**config.mk**
```make
export PLATFORM = sky130hd
export DESIGN_NAME = spi_cfg_sequencer_flat
export DESIGN_NICKNAME = d
export VERILOG_FILES = /design/src/rtl/spi_cfg_pkg.sv /design/src/rtl/spi_cfg_sequencer_if.sv /design/src/rtl/spi_cfg_rom.sv /design/src/rtl/spi_cfg_sequencer.sv /design/src/flat_wrapper.sv
export SDC_FILE = /design/constraint.sdc
export NUM_CORES = 1
export LEC_CHECK = 0
export ABC_AREA = 0
export CAP_MARGIN = 20
export CORE_MARGIN = 2
export CORE_UTILIZATION = 50
export CTS_BUF_LIST = sky130_fd_sc_hd__clkbuf_2 sky130_fd_sc_hd__clkbuf_4 sky130_fd_sc_hd__clkbuf_8
export CTS_CLUSTER_SIZE = 40
export DETAILED_ROUTE_END_ITERATION = 6
export HOLD_SLACK_MARGIN = 0.08
export PLACE_DENSITY = 0.82
export SLEW_MARGIN = 20
export SYNTH_ARGS = -nofsm -noshare
export SYNTH_HDL_FRONTEND = slang
export SYNTH_HIERARCHICAL = 1
export SYNTH_SLANG_ARGS = --single-unit
```
**constraint.sdc**
```tcl
create_clock -name i_Clk -period 2.05 [get_ports i_Clk]
set_clock_uncertainty 0.1 [all_clocks]
set_input_delay 0.205 -clock i_Clk [delete_from_list [all_inputs] [get_ports i_Clk]]
set_output_delay 0.205 -clock i_Clk [all_outputs]
set_load 0.02 [all_outputs]
```
**src/rtl/spi_cfg_pkg.sv**
```systemverilog
// Shared definitions for the SPI configuration sequencer: status bits, table entry layout, FSM states.
// Pure definitions, no logic or latency; imported by every file of the block.
package spi_cfg_pkg;

  localparam int unsigned ST_RESET = 0;
  localparam int unsigned ST_DATA  = 1;
  localparam int unsigned ST_RECE  = 2;
  localparam int unsigned ST_SEND  = 3;
  localparam int unsigned ST_DONE  = 7;

  localparam int unsigned ENTRY_W      = 26;
  localparam int unsigned ENT_B2_LSB   = 0;
  localparam int unsigned ENT_B1_LSB   = 8;
  localparam int unsigned ENT_B0_LSB   = 16;
  localparam int unsigned ENT_RD_BIT   = 24;
  localparam int unsigned ENT_LAST_BIT = 25;

  typedef struct packed {
    logic       last;
    logic       rd;
    logic [7:0] b0;
    logic [7:0] b1;
    logic [7:0] b2;
  } entry_t;

  typedef enum logic [3:0] {
    S_IDLE, S_RST, S_FETCH, S_LOAD, S_LGAP, S_CHECK, S_SEND, S_WAIT, S_GAP, S_FIN
  } state_t;

  function automatic logic [ENTRY_W-1:0] mk_entry(input logic last, input logic rd,
                                                  input logic [7:0] b0, input logic [7:0] b1,
                                                  input logic [7:0] b2);
    logic [ENTRY_W-1:0] e;
    e                    = '0;
    e[ENT_LAST_BIT]      = last;
    e[ENT_RD_BIT]        = rd;
    e[ENT_B0_LSB +: 8]   = b0;
    e[ENT_B1_LSB +: 8]   = b1;
    e[ENT_B2_LSB +: 8]   = b2;
    return e;
  endfunction

endpackage

```
**src/rtl/spi_cfg_sequencer_if.sv**
```systemverilog
// Register-handshake bus between the sequencer (master modport) and the PL SPI master (slave modport).
// Plain wires, no latency; the done bit in i_StatusReg is the only backpressure.
interface spi_cfg_sequencer_if;
  logic [7:0] o_StatusReg;
  logic [7:0] o_TxBuffer;
  logic [7:0] o_Cmd_Lim;
  logic [7:0] i_StatusReg;
  logic [7:0] i_RxBuffer;
  logic [7:0] i_Tx_Cnt;

  modport master (output o_StatusReg, o_TxBuffer, o_Cmd_Lim,
                  input  i_StatusReg, i_RxBuffer, i_Tx_Cnt);
  modport slave  (input  o_StatusReg, o_TxBuffer, o_Cmd_Lim,
                  output i_StatusReg, i_RxBuffer, i_Tx_Cnt);
endinterface

```
**src/rtl/spi_cfg_rom.sv**
```systemverilog
// Transaction table ROM: index in, 26-bit entry out, one registered cycle of latency.
// No backpressure; the entry for the index presented before an edge is valid after it.
module spi_cfg_rom
  import spi_cfg_pkg::*;
#(
  parameter int IDX_W   = 4,
  parameter int P_TABLE = 0
) (
  input  logic             i_Clk,
  input  logic             i_Rst_n,
  input  logic [IDX_W-1:0] i_Idx,
  output entry_t           o_Entry
);

  entry_t w_entry;

  // Table 0 is the ADC power-up write sequence; table 1 is a single readback probe.
  always_comb begin
    w_entry = '0;
    if (P_TABLE == 0) begin
      case (i_Idx)
        IDX_W'(0): w_entry = mk_entry(1'b0, 1'b0, 8'h00, 8'h00, 8'h3C);
        IDX_W'(1): w_entry = mk_entry(1'b0, 1'b0, 8'h00, 8'h14, 8'h09);
        IDX_W'(2): w_entry = mk_entry(1'b1, 1'b0, 8'h00, 8'hFF, 8'h01);
        default:   w_entry = '0;
      endcase
    end else begin
      case (i_Idx)
        IDX_W'(0): w_entry = mk_entry(1'b1, 1'b1, 8'h80, 8'h01, 8'hA5);
        default:   w_entry = '0;
      endcase
    end
  end

  always_ff @(posedge i_Clk or negedge i_Rst_n) begin
    if (!i_Rst_n) o_Entry <= '0;
    else          o_Entry <= w_entry;
  end

endmodule

```
**src/rtl/spi_cfg_sequencer.sv**
```systemverilog
// Walks the transaction table and drives the SPI master's status-register handshake; 3-byte load per entry.
// Latency set by the master: waits for its done bit (bounded by TIMEOUT_CYCLES), then GAP_CYCLES idle.
module spi_cfg_sequencer
  import spi_cfg_pkg::*;
#(
  parameter int N_ENTRIES      = 16,
  parameter int IDX_W          = 4,
  parameter int BYTES_PER_CMD  = 3,
  parameter int GAP_CYCLES     = 32,
  parameter int TIMEOUT_CYCLES = 4096,
  parameter int P_TABLE        = 0
) (
  input  logic               i_Clk,
  input  logic               i_Rst_n,
  input  logic               i_Start,
  output logic               o_Busy,
  output logic               o_Done,
  output logic               o_Error,
  output logic [7:0]         o_Mismatch_Cnt,
  output logic [IDX_W-1:0]   o_Entry_Idx,
  spi_cfg_sequencer_if.master io_Spi
);

  localparam int CNT_W = $clog2(TIMEOUT_CYCLES);
  localparam int K_W   = (BYTES_PER_CMD > 1) ? $clog2(BYTES_PER_CMD) : 1;

  state_t           r_state, w_state_nxt;
  logic [IDX_W-1:0] r_idx, w_idx_nxt;
  logic [K_W-1:0]   r_k, w_k_nxt;
  logic [CNT_W-1:0] r_cnt;
  entry_t           r_entry, w_rom_entry;
  logic             r_err;
  logic [7:0]       r_mm;
  logic [7:0]       w_status, w_txbuf, w_byte;
  logic             w_done, w_err_set, w_mm_inc, w_clr;
  logic             w_done_in, w_unused_status;

  assign w_done_in       = io_Spi.i_StatusReg[ST_DONE];
  assign w_unused_status = ^io_Spi.i_StatusReg[6:0];

  // Addressed with the next index so the entry is already valid during FETCH.
  spi_cfg_rom #(.IDX_W(IDX_W), .P_TABLE(P_TABLE)) u_rom (
    .i_Clk   (i_Clk),
    .i_Rst_n (i_Rst_n),
    .i_Idx   (w_idx_nxt),
    .o_Entry (w_rom_entry)
  );

  always_comb begin
    case (r_k)
      K_W'(0):  w_byte = r_entry.b0;
      K_W'(1):  w_byte = r_entry.b1;
      default:  w_byte = r_entry.b2;
    endcase
  end

  always_comb begin
    w_state_nxt = r_state;
    w_idx_nxt   = r_idx;
    w_k_nxt     = r_k;
    w_status    = '0;
    w_txbuf     = '0;
    w_done      = 1'b0;
    w_err_set   = 1'b0;
    w_mm_inc    = 1'b0;
    w_clr       = 1'b0;
    case (r_state)
      S_IDLE: begin
        if (i_Start) begin
          w_state_nxt = S_RST;
          w_idx_nxt   = '0;
          w_clr       = 1'b1;
        end
      end
      S_RST: begin
        w_status[ST_RESET] = 1'b1;
        w_state_nxt        = S_FETCH;
      end
      S_FETCH: begin
        w_k_nxt     = '0;
        w_state_nxt = S_LOAD;
      end
      S_LOAD: begin
        w_status[ST_DATA] = 1'b1;
        w_txbuf           = w_byte;
        w_state_nxt       = S_LGAP;
      end
      S_LGAP: begin
        if (r_k < K_W'(BYTES_PER_CMD - 1)) begin
          w_k_nxt     = r_k + K_W'(1);
          w_state_nxt = S_LOAD;
        end else begin
          w_state_nxt = S_CHECK;
        end
      end
      S_CHECK: begin
        if (io_Spi.i_Tx_Cnt == 8'(BYTES_PER_CMD)) begin
          w_state_nxt = S_SEND;
        end else begin
          w_err_set   = 1'b1;
          w_state_nxt = S_FIN;
        end
      end
      S_SEND: begin
        w_status[ST_SEND] = 1'b1;
        w_status[ST_RECE] = r_entry.rd;
        w_state_nxt       = S_WAIT;
      end
      S_WAIT: begin
        w_status[ST_RECE] = r_entry.rd;
        // First two cycles ignore a done bit left over from the previous transfer.
        if (r_cnt >= CNT_W'(2) && w_done_in) begin
          w_mm_inc    = r_entry.rd && (io_Spi.i_RxBuffer != r_entry.b2);
          w_state_nxt = S_GAP;
        end else if (r_cnt == CNT_W'(TIMEOUT_CYCLES - 1)) begin
          w_err_set   = 1'b1;
          w_state_nxt = S_FIN;
        end
      end
      S_GAP: begin
        if (r_cnt == CNT_W'(GAP_CYCLES - 1)) begin
          if (r_entry.last || r_idx == IDX_W'(N_ENTRIES - 1)) begin
            w_state_nxt = S_FIN;
          end else begin
            w_idx_nxt   = r_idx + IDX_W'(1);
            w_state_nxt = S_FETCH;
          end
        end
      end
      S_FIN: begin
        if (r_err && r_cnt == '0) begin
          w_status[ST_RESET] = 1'b1;
        end else begin
          w_done      = 1'b1;
          w_state_nxt = S_IDLE;
        end
      end
      default: w_state_nxt = S_IDLE;
    endcase
  end

  always_ff @(posedge i_Clk or negedge i_Rst_n) begin
    if (!i_Rst_n) r_state <= S_IDLE;
    else          r_state <= w_state_nxt;
  end

  // r_cnt restarts on every state change and serves WAIT, GAP and FIN.
  always_ff @(posedge i_Clk or negedge i_Rst_n) begin
    if (!i_Rst_n) begin
      r_idx   <= '0;
      r_k     <= '0;
      r_cnt   <= '0;
      r_entry <= '0;
      r_err   <= 1'b0;
      r_mm    <= '0;
    end else begin
      r_idx <= w_idx_nxt;
      r_k   <= w_k_nxt;
      r_cnt <= (w_state_nxt != r_state) ? '0 : r_cnt + CNT_W'(1);
      if (r_state == S_FETCH) r_entry <= w_rom_entry;
      if (w_clr) begin
        r_err <= 1'b0;
        r_mm  <= '0;
      end else begin
        if (w_err_set) r_err <= 1'b1;
        if (w_mm_inc && r_mm != 8'hFF) r_mm <= r_mm + 8'd1;
      end
    end
  end

  assign o_Busy             = (r_state != S_IDLE);
  assign o_Done             = w_done;
  assign o_Error            = r_err;
  assign o_Mismatch_Cnt     = r_mm;
  assign o_Entry_Idx        = r_idx;
  assign io_Spi.o_StatusReg = w_status;
  assign io_Spi.o_TxBuffer  = w_txbuf;
  assign io_Spi.o_Cmd_Lim   = 8'(BYTES_PER_CMD);

endmodule

```
**src/flat_wrapper.sv**
```systemverilog
// flat-port wrapper written by rule: the top's interface ports become plain ports
module spi_cfg_sequencer_flat import spi_cfg_pkg::*;
#(
  parameter int N_ENTRIES      = 16,
  parameter int IDX_W          = 4,
  parameter int BYTES_PER_CMD  = 3,
  parameter int GAP_CYCLES     = 32,
  parameter int TIMEOUT_CYCLES = 4096,
  parameter int P_TABLE        = 0
)
  (i_Clk, i_Rst_n, i_Start, o_Busy, o_Done, o_Error, o_Mismatch_Cnt, o_Entry_Idx, io_Spi_o_StatusReg, io_Spi_o_TxBuffer, io_Spi_o_Cmd_Lim, io_Spi_i_StatusReg, io_Spi_i_RxBuffer, io_Spi_i_Tx_Cnt);
  spi_cfg_sequencer_if io_Spi_i ();
  input  logic i_Clk;
  input  logic i_Rst_n;
  input  logic i_Start;
  output logic o_Busy;
  output logic o_Done;
  output logic o_Error;
  output logic [7:0] o_Mismatch_Cnt;
  output logic [IDX_W-1:0] o_Entry_Idx;
  output wire logic [$bits(io_Spi_i.o_StatusReg)-1:0] io_Spi_o_StatusReg;
  output wire logic [$bits(io_Spi_i.o_TxBuffer)-1:0] io_Spi_o_TxBuffer;
  output wire logic [$bits(io_Spi_i.o_Cmd_Lim)-1:0] io_Spi_o_Cmd_Lim;
  input wire logic [$bits(io_Spi_i.i_StatusReg)-1:0] io_Spi_i_StatusReg;
  input wire logic [$bits(io_Spi_i.i_RxBuffer)-1:0] io_Spi_i_RxBuffer;
  input wire logic [$bits(io_Spi_i.i_Tx_Cnt)-1:0] io_Spi_i_Tx_Cnt;
  assign io_Spi_o_StatusReg = io_Spi_i.o_StatusReg;
  assign io_Spi_o_TxBuffer = io_Spi_i.o_TxBuffer;
  assign io_Spi_o_Cmd_Lim = io_Spi_i.o_Cmd_Lim;
  assign io_Spi_i.i_StatusReg = io_Spi_i_StatusReg;
  assign io_Spi_i.i_RxBuffer = io_Spi_i_RxBuffer;
  assign io_Spi_i.i_Tx_Cnt = io_Spi_i_Tx_Cnt;
  spi_cfg_sequencer #(.N_ENTRIES(N_ENTRIES), .IDX_W(IDX_W), .BYTES_PER_CMD(BYTES_PER_CMD), .GAP_CYCLES(GAP_CYCLES), .TIMEOUT_CYCLES(TIMEOUT_CYCLES), .P_TABLE(P_TABLE)) u_core (.i_Clk(i_Clk), .i_Rst_n(i_Rst_n), .i_Start(i_Start), .o_Busy(o_Busy), .o_Done(o_Done), .o_Error(o_Error), .o_Mismatch_Cnt(o_Mismatch_Cnt), .o_Entry_Idx(o_Entry_Idx), .io_Spi(io_Spi_i));
endmodule
```
Word level (Yosys, flattened, before mapping)
Cells that the tools add are included.

Multiplexer cells: 38. Add/subtract/negate cells: 4. $lt $le $gt $ge: 2. Equal/unequal tests: 20. Reductions and logical operators: 15.

Operators with widths (count): 26-bit case mux with 3 select lines (1); 4-bit 2-to-1 mux (10); 4-bit case mux with 10 select lines (1); 8-bit 2-to-1 mux (3); 4-bit by 3-bit == test with 1-bit output (second input constant) (4); 8-bit case mux with 2 select lines (1); 1-bit 2-to-1 mux (15); 12-bit by 1-bit adder with 12-bit output (second input constant) (1); 12-bit == test (second input constant) (1); 12-bit by 5-bit == test with 1-bit output (second input constant) (1); 4-bit by 2-bit == test with 1-bit output (second input constant) (3); 4-bit == test (second input constant) (3); 12-bit by 2-bit greater-or-equal comparator with 1-bit output (second input constant) (1); 12-bit zero test (1); 12-bit 2-to-1 mux (1); 8-bit by 1-bit adder with 8-bit output (second input constant) (1); 4-bit by 1-bit == test with 1-bit output (second input constant) (2); 8-bit by 2-bit == test with 1-bit output (second input constant) (1); 4-bit zero test (2); 8-bit != test (1); 8-bit != test (second input constant) (1); 4-bit case mux with 2 select lines (1); 2-bit nonzero test (3); 4-bit by 1-bit adder with 4-bit output (second input constant) (1); 15 further kinds (19).

Output and inout bits: 39. Bits of input ports: 27. Register bits after elaboration: 83.

Depth between registers and ports, before layout
Depth after elaboration: 7. Depth in mapped cells: 9. Mapped depth without buffers: 8.

Cells and area by module
Netlist, hierarchy kept.

Modules (own cells, without submodules): spi_cfg_sequencer (area an instance 3250.6 um2, cells each 330, seq. area each 1426.4 um2, instances 1); spi_cfg_rom (area an instance 314.1 um2, cells each 32, seq. area each 100.1 um2, instances 1).

Worst setup path before layout
Ideal clock, no wire load.

Kind: flip-flop to flip-flop. Start: register u_core.r_cnt[8]. End: register u_core.r_cnt[7]. Buffers on the path: 1. Slack: -75 ps. Data required time: 1831 ps. Clock period less this slack: 2125 ps. Cell stages (with the launch flop): 8. Data arrival time: 1906 ps. Cells stage by stage: dfrtp_1 nor4_4 nand2_1 or4_1 a211o_1 nand3_2 buf_6 nor2_1.

Word-level cells in the longest chain between the ends: 6.

Ends and longest elaborated chain: start: declaration (line spi_cfg_sequencer.sv:30) `logic [CNT_W-1:0] r_cnt;`; start signal: assignment (line spi_cfg_sequencer.sv:159) `r_cnt <= (w_state_nxt != r_state) ? '0 : r_cnt + CNT_W'(1);`; 12-bit by 2-bit greater-or-equal comparator with 1-bit output (tied with other cells) (line spi_cfg_sequencer.sv:112) `if (r_cnt >= CNT_W'(2) && w_done_in) begin`; 1-bit logical AND (tied with other cells) (line spi_cfg_sequencer.sv:112); 4-bit 2-to-1 mux, on equally long branches (line spi_cfg_sequencer.sv:112, spi_cfg_sequencer.sv:131); 4-bit case mux with 10 select lines * (line spi_cfg_sequencer.sv:67) `case (r_state)`; 4-bit != test * (line spi_cfg_sequencer.sv:159); 12-bit 2-to-1 mux * (line spi_cfg_sequencer.sv:159).

Every way passes the cells marked *; elsewhere a longest branch is shown, timed or not. A chain may end at the register's enable or synchronous reset.

Worst setup path after layout
Start: register u_core.r_cnt[0]. End: register u_core.r_cnt[11].

Word-level cells in the longest chain between the ends: 6.

Ends and longest elaborated chain (line): 12-bit by 2-bit greater-or-equal comparator with 1-bit output (tied with other cells) (spi_cfg_sequencer.sv:112); 1-bit logical AND (tied with other cells) (spi_cfg_sequencer.sv:112); 4-bit 2-to-1 mux, on equally long branches (spi_cfg_sequencer.sv:112, spi_cfg_sequencer.sv:131); 4-bit case mux with 10 select lines (spi_cfg_sequencer.sv:67); 4-bit != test (spi_cfg_sequencer.sv:159); 12-bit 2-to-1 mux * (spi_cfg_sequencer.sv:159).

Marks and branches as above.

==> impl_results.md <==
* Outcome: finished with violations
* Failing checks: negative setup slack
* Max-cap violations at 0
* Drt initial violations at about 210
* Root Buffer Master: clkbuf_8
* Hold Crit Class: input port to asynchronous set/reset pin
* Gpl congestion at about 0.85
* Crit path max-delay cell type: o41a_1
* CP Cell Sequence: inv_2 > ha_4 > nor4_4 > a41oi_4 > o41a_1 > o211ai_4 > nand3_4 > nor2_1
* Final core occ at 71.6%
* Port buffer count at between 40 and 50
* Die extent in x at ~90 um
* Worst-Margin Slew at just under 700 ps
* Worst path required time at 2230 ps
* Hold Violations, Final at 0
* Final setup viols at 16
* Max frequency at 450 MHz
* CORE AREA at about 6800 um2
* CTS buffer count at 9
* Layout area overhead at 37.2%
* Fillers at around 480
* Synth Cell Area at between 3000 and 4000 um2
* Max Fanout on Critical Path at 6
* Setup TNS at -1810 ps
* Commonest non-fill, non-tap cell in the layout: buf_4
* Power Dens Cells at roughly 1100 nW/um2
* Diodes inserted at 0
* CTS sink count at slightly above 60
* CP startpoint kind: flip-flop
* Tmin final at roughly 2200 ps
* CTS max path bufs at 2
* Grt total ovfl at 0
* Post-DRT Antenna Nets at 0
* Final worst slack at -170 ps
* Warnings from Yosys at 6
* Clock slew at reported path FFs at roughly 70 ps
* Share of cells above drive strength 1 at 38.5%
* Detailed Route WL at 9080 um
* Post-synthesis cell type count at 55
* Initial antenna violation count at 0
* RSZ-0062 raised after global routing: yes
* Largest net degree at the start of global routing at between 60 and 70
* H-tree depth reported by CTS at 3
* Final Max Slew Viols at 0
* Yosys top cell area share at 42.8%
* Relative slew slack at ~53%
* Dominant cells by area after synthesis: dfrtp_1, mux2_2, buf_4, xor2_1, nor2_1
* Vias in the first global route at about 3100
* Tot GR Track Use at 23.9%
* Post-synthesis area per instance at slightly below 10 um2
* Top Ports at 66
* DIE AREA at 7820 um2
* Crit path kind: flip-flop to flip-flop
* Worst stage delay on the critical path at 480 ps
* Ys flop type: dfrtp_1
* Vert. Die Dim at 88.4 um
* DRC viols at 0
* CTS tree: yes
* Tcrit/Tclk final at 108%
* Worst-Skew Late Latency at around 350 ps
* VDD IR max at about 660 uV
* Starting Density at a little over half
* Area leader, netlist: dfrtp_1
* Most frequent cells in the layout: buf_4, dfrtp_1, clkdlybuf4s50_1
* Mapped Cells at ~360
* Design Power at 0.00545 W
* P_leak at ~2.2 nW
* Row cnt at 30
* FFs w/ async S/R, synth at between 90% and 100%
* Number of synthesized flops with an enable pin at 0
* Crit path DAT at between 2000 and 2500 ps
* DR pass1 iterations at 5
* Routed len/inst at 16.2 um
* Crit. End Element: flip-flop
* FF+latch count, synth at 61
* Via count at between 3000 and 4000
* Vias per inst at approximately 5.5
* Sequential share of the synthesized area at ~43%
* HPWL after detailed placement at 5730 um
* First-pass GRT wire length at roughly 14000 um
* Final nets at 495
## cells by family after synthesis
family / Yosys count / share of synthesized area, %
and+or+nand+nor: 121 / 18.4
DFF: 61 / 42.8
AOI/OAI and AO/OA: 60 / 11.4
buffers and inverters: 60 / 10.5
muxes: 27 / 8.49
xor gates and xnor gates: 23 / 5.65
adders and majority gates: 7 / 2.46
other: 3 / 0.316
## state kept, by name, summed over array words and instances (netlist names)
name / count
u_core/o_Error: 1
u_core/o_Mismatch_Cnt: 8
u_core/u_rom/o_Entry: 4
u_core/r_k: 2
u_core/r_state: 4
u_core/r_cnt: 12
u_core/o_Entry_Idx: 4
u_core/r_entry: 26
## metrics by stage
step	instance area, um2	instances	hold WS, ps	setup slack, ps
after floorplan	3650	383	-191	-24.6
after global placement	4330	531	142	-122
after detailed placement	4330	531	141	-193
after CTS	4660	554	295	-115
after global routing	4890	561	342	-246
final	4890	561	290	-170
## cells in the mapped netlist, drive strengths merged, types with 2 or more instances
library cell  instances
o21ai                14
nand2b                3
conb                  3
nor4                  9
nand3                12
mux2                 26
nor4b                 2
inv                  13
dfrtp                61
ha                    7
xor2                 15
a22oi                 8
xnor2                 8
a22o                  3
nor4bb                2
nand4                10
and4                  3
a31oi                 4
a21oi                14
clkbuf                6
o211ai                3
nor2                 32
buf                  41
nand2                30
nor3                  8
and3                  5
## layer usage
layer | vias up | share of wire, % | track usage [%]
met5 | - | 0 | 0
met2 | 112 | 52 | 41.8
met3 | 26 | 5.0 | 4.57
met1 | 1513 | 40 | 27.8
met4 | 0 | 3.0 | 12.7
li1 | 1425 | - | -
## power breakdown
part	internal (W)	switching (W)	leakage (nW)
Clock	0.000722	0.000483	0.109
Sequential	0.00145	0.000212	0.778
Combinational	0.00116	0.00142	1.26
Total	0.00333	0.00212	2.15
## worst max-delay path, delay by kind of cell (launching register included)
kind	cells	cell delay, ps
buf+inv	1	80
simple gates	3	550
flops	1	420
fa+ha+maj	1	170
compound gates	3	830
## repair_timing
item | in CTS | in global routing
setup endpoints to repair | 34 | 32
cloned | 1 | 0
endpoints found under the hold margin | 61 | 0
pin swaps | 9 | 10
buffers inserted | 6 | 8
gates resized for setup | 63 | 54
hold buffers | 1 | 0
## worst paths after layout
| kind | from | end | slack [ps] | cells past startpoint |
|---|---|---|---|---|
| min | i_Rst_n | u_core/r_cnt[8]$_DFF_PN0_ | 290 | 3 |
| max | u_core/r_cnt[0]$_DFF_PN0_ | u_core/r_cnt[11]$_DFF_PN0_ | -170 | 8 |
| min reg2reg | u_core/u_rom/o_Entry[3]$_DFF_PN0_ | u_core/r_entry[3]$_DFFE_PN0P_ | 390 | 1 |
| min in group i_Clk | u_core/u_rom/o_Entry[3]$_DFF_PN0_ | u_core/r_entry[3]$_DFFE_PN0P_ | 390 | 1 |
| max reg2reg | u_core/r_cnt[0]$_DFF_PN0_ | u_core/r_cnt[11]$_DFF_PN0_ | -170 | 8 |
| max in group asynchronous | i_Rst_n | u_core/r_cnt[1]$_DFF_PN0_ | 1280 | 3 |
## final cells by class
type	instances	area (um2)	area share, %
multi-input cells	263	2010	41.1
flip-flops and latches	61	1530	31.3
repair buffers	113	963	19.7
clock buffers	11	145	2.97
well taps	96	120	2.46
clock inverters	4	72.6	1.48
inverters	13	48.8	0.998
Power figures use the tool's default switching activity.
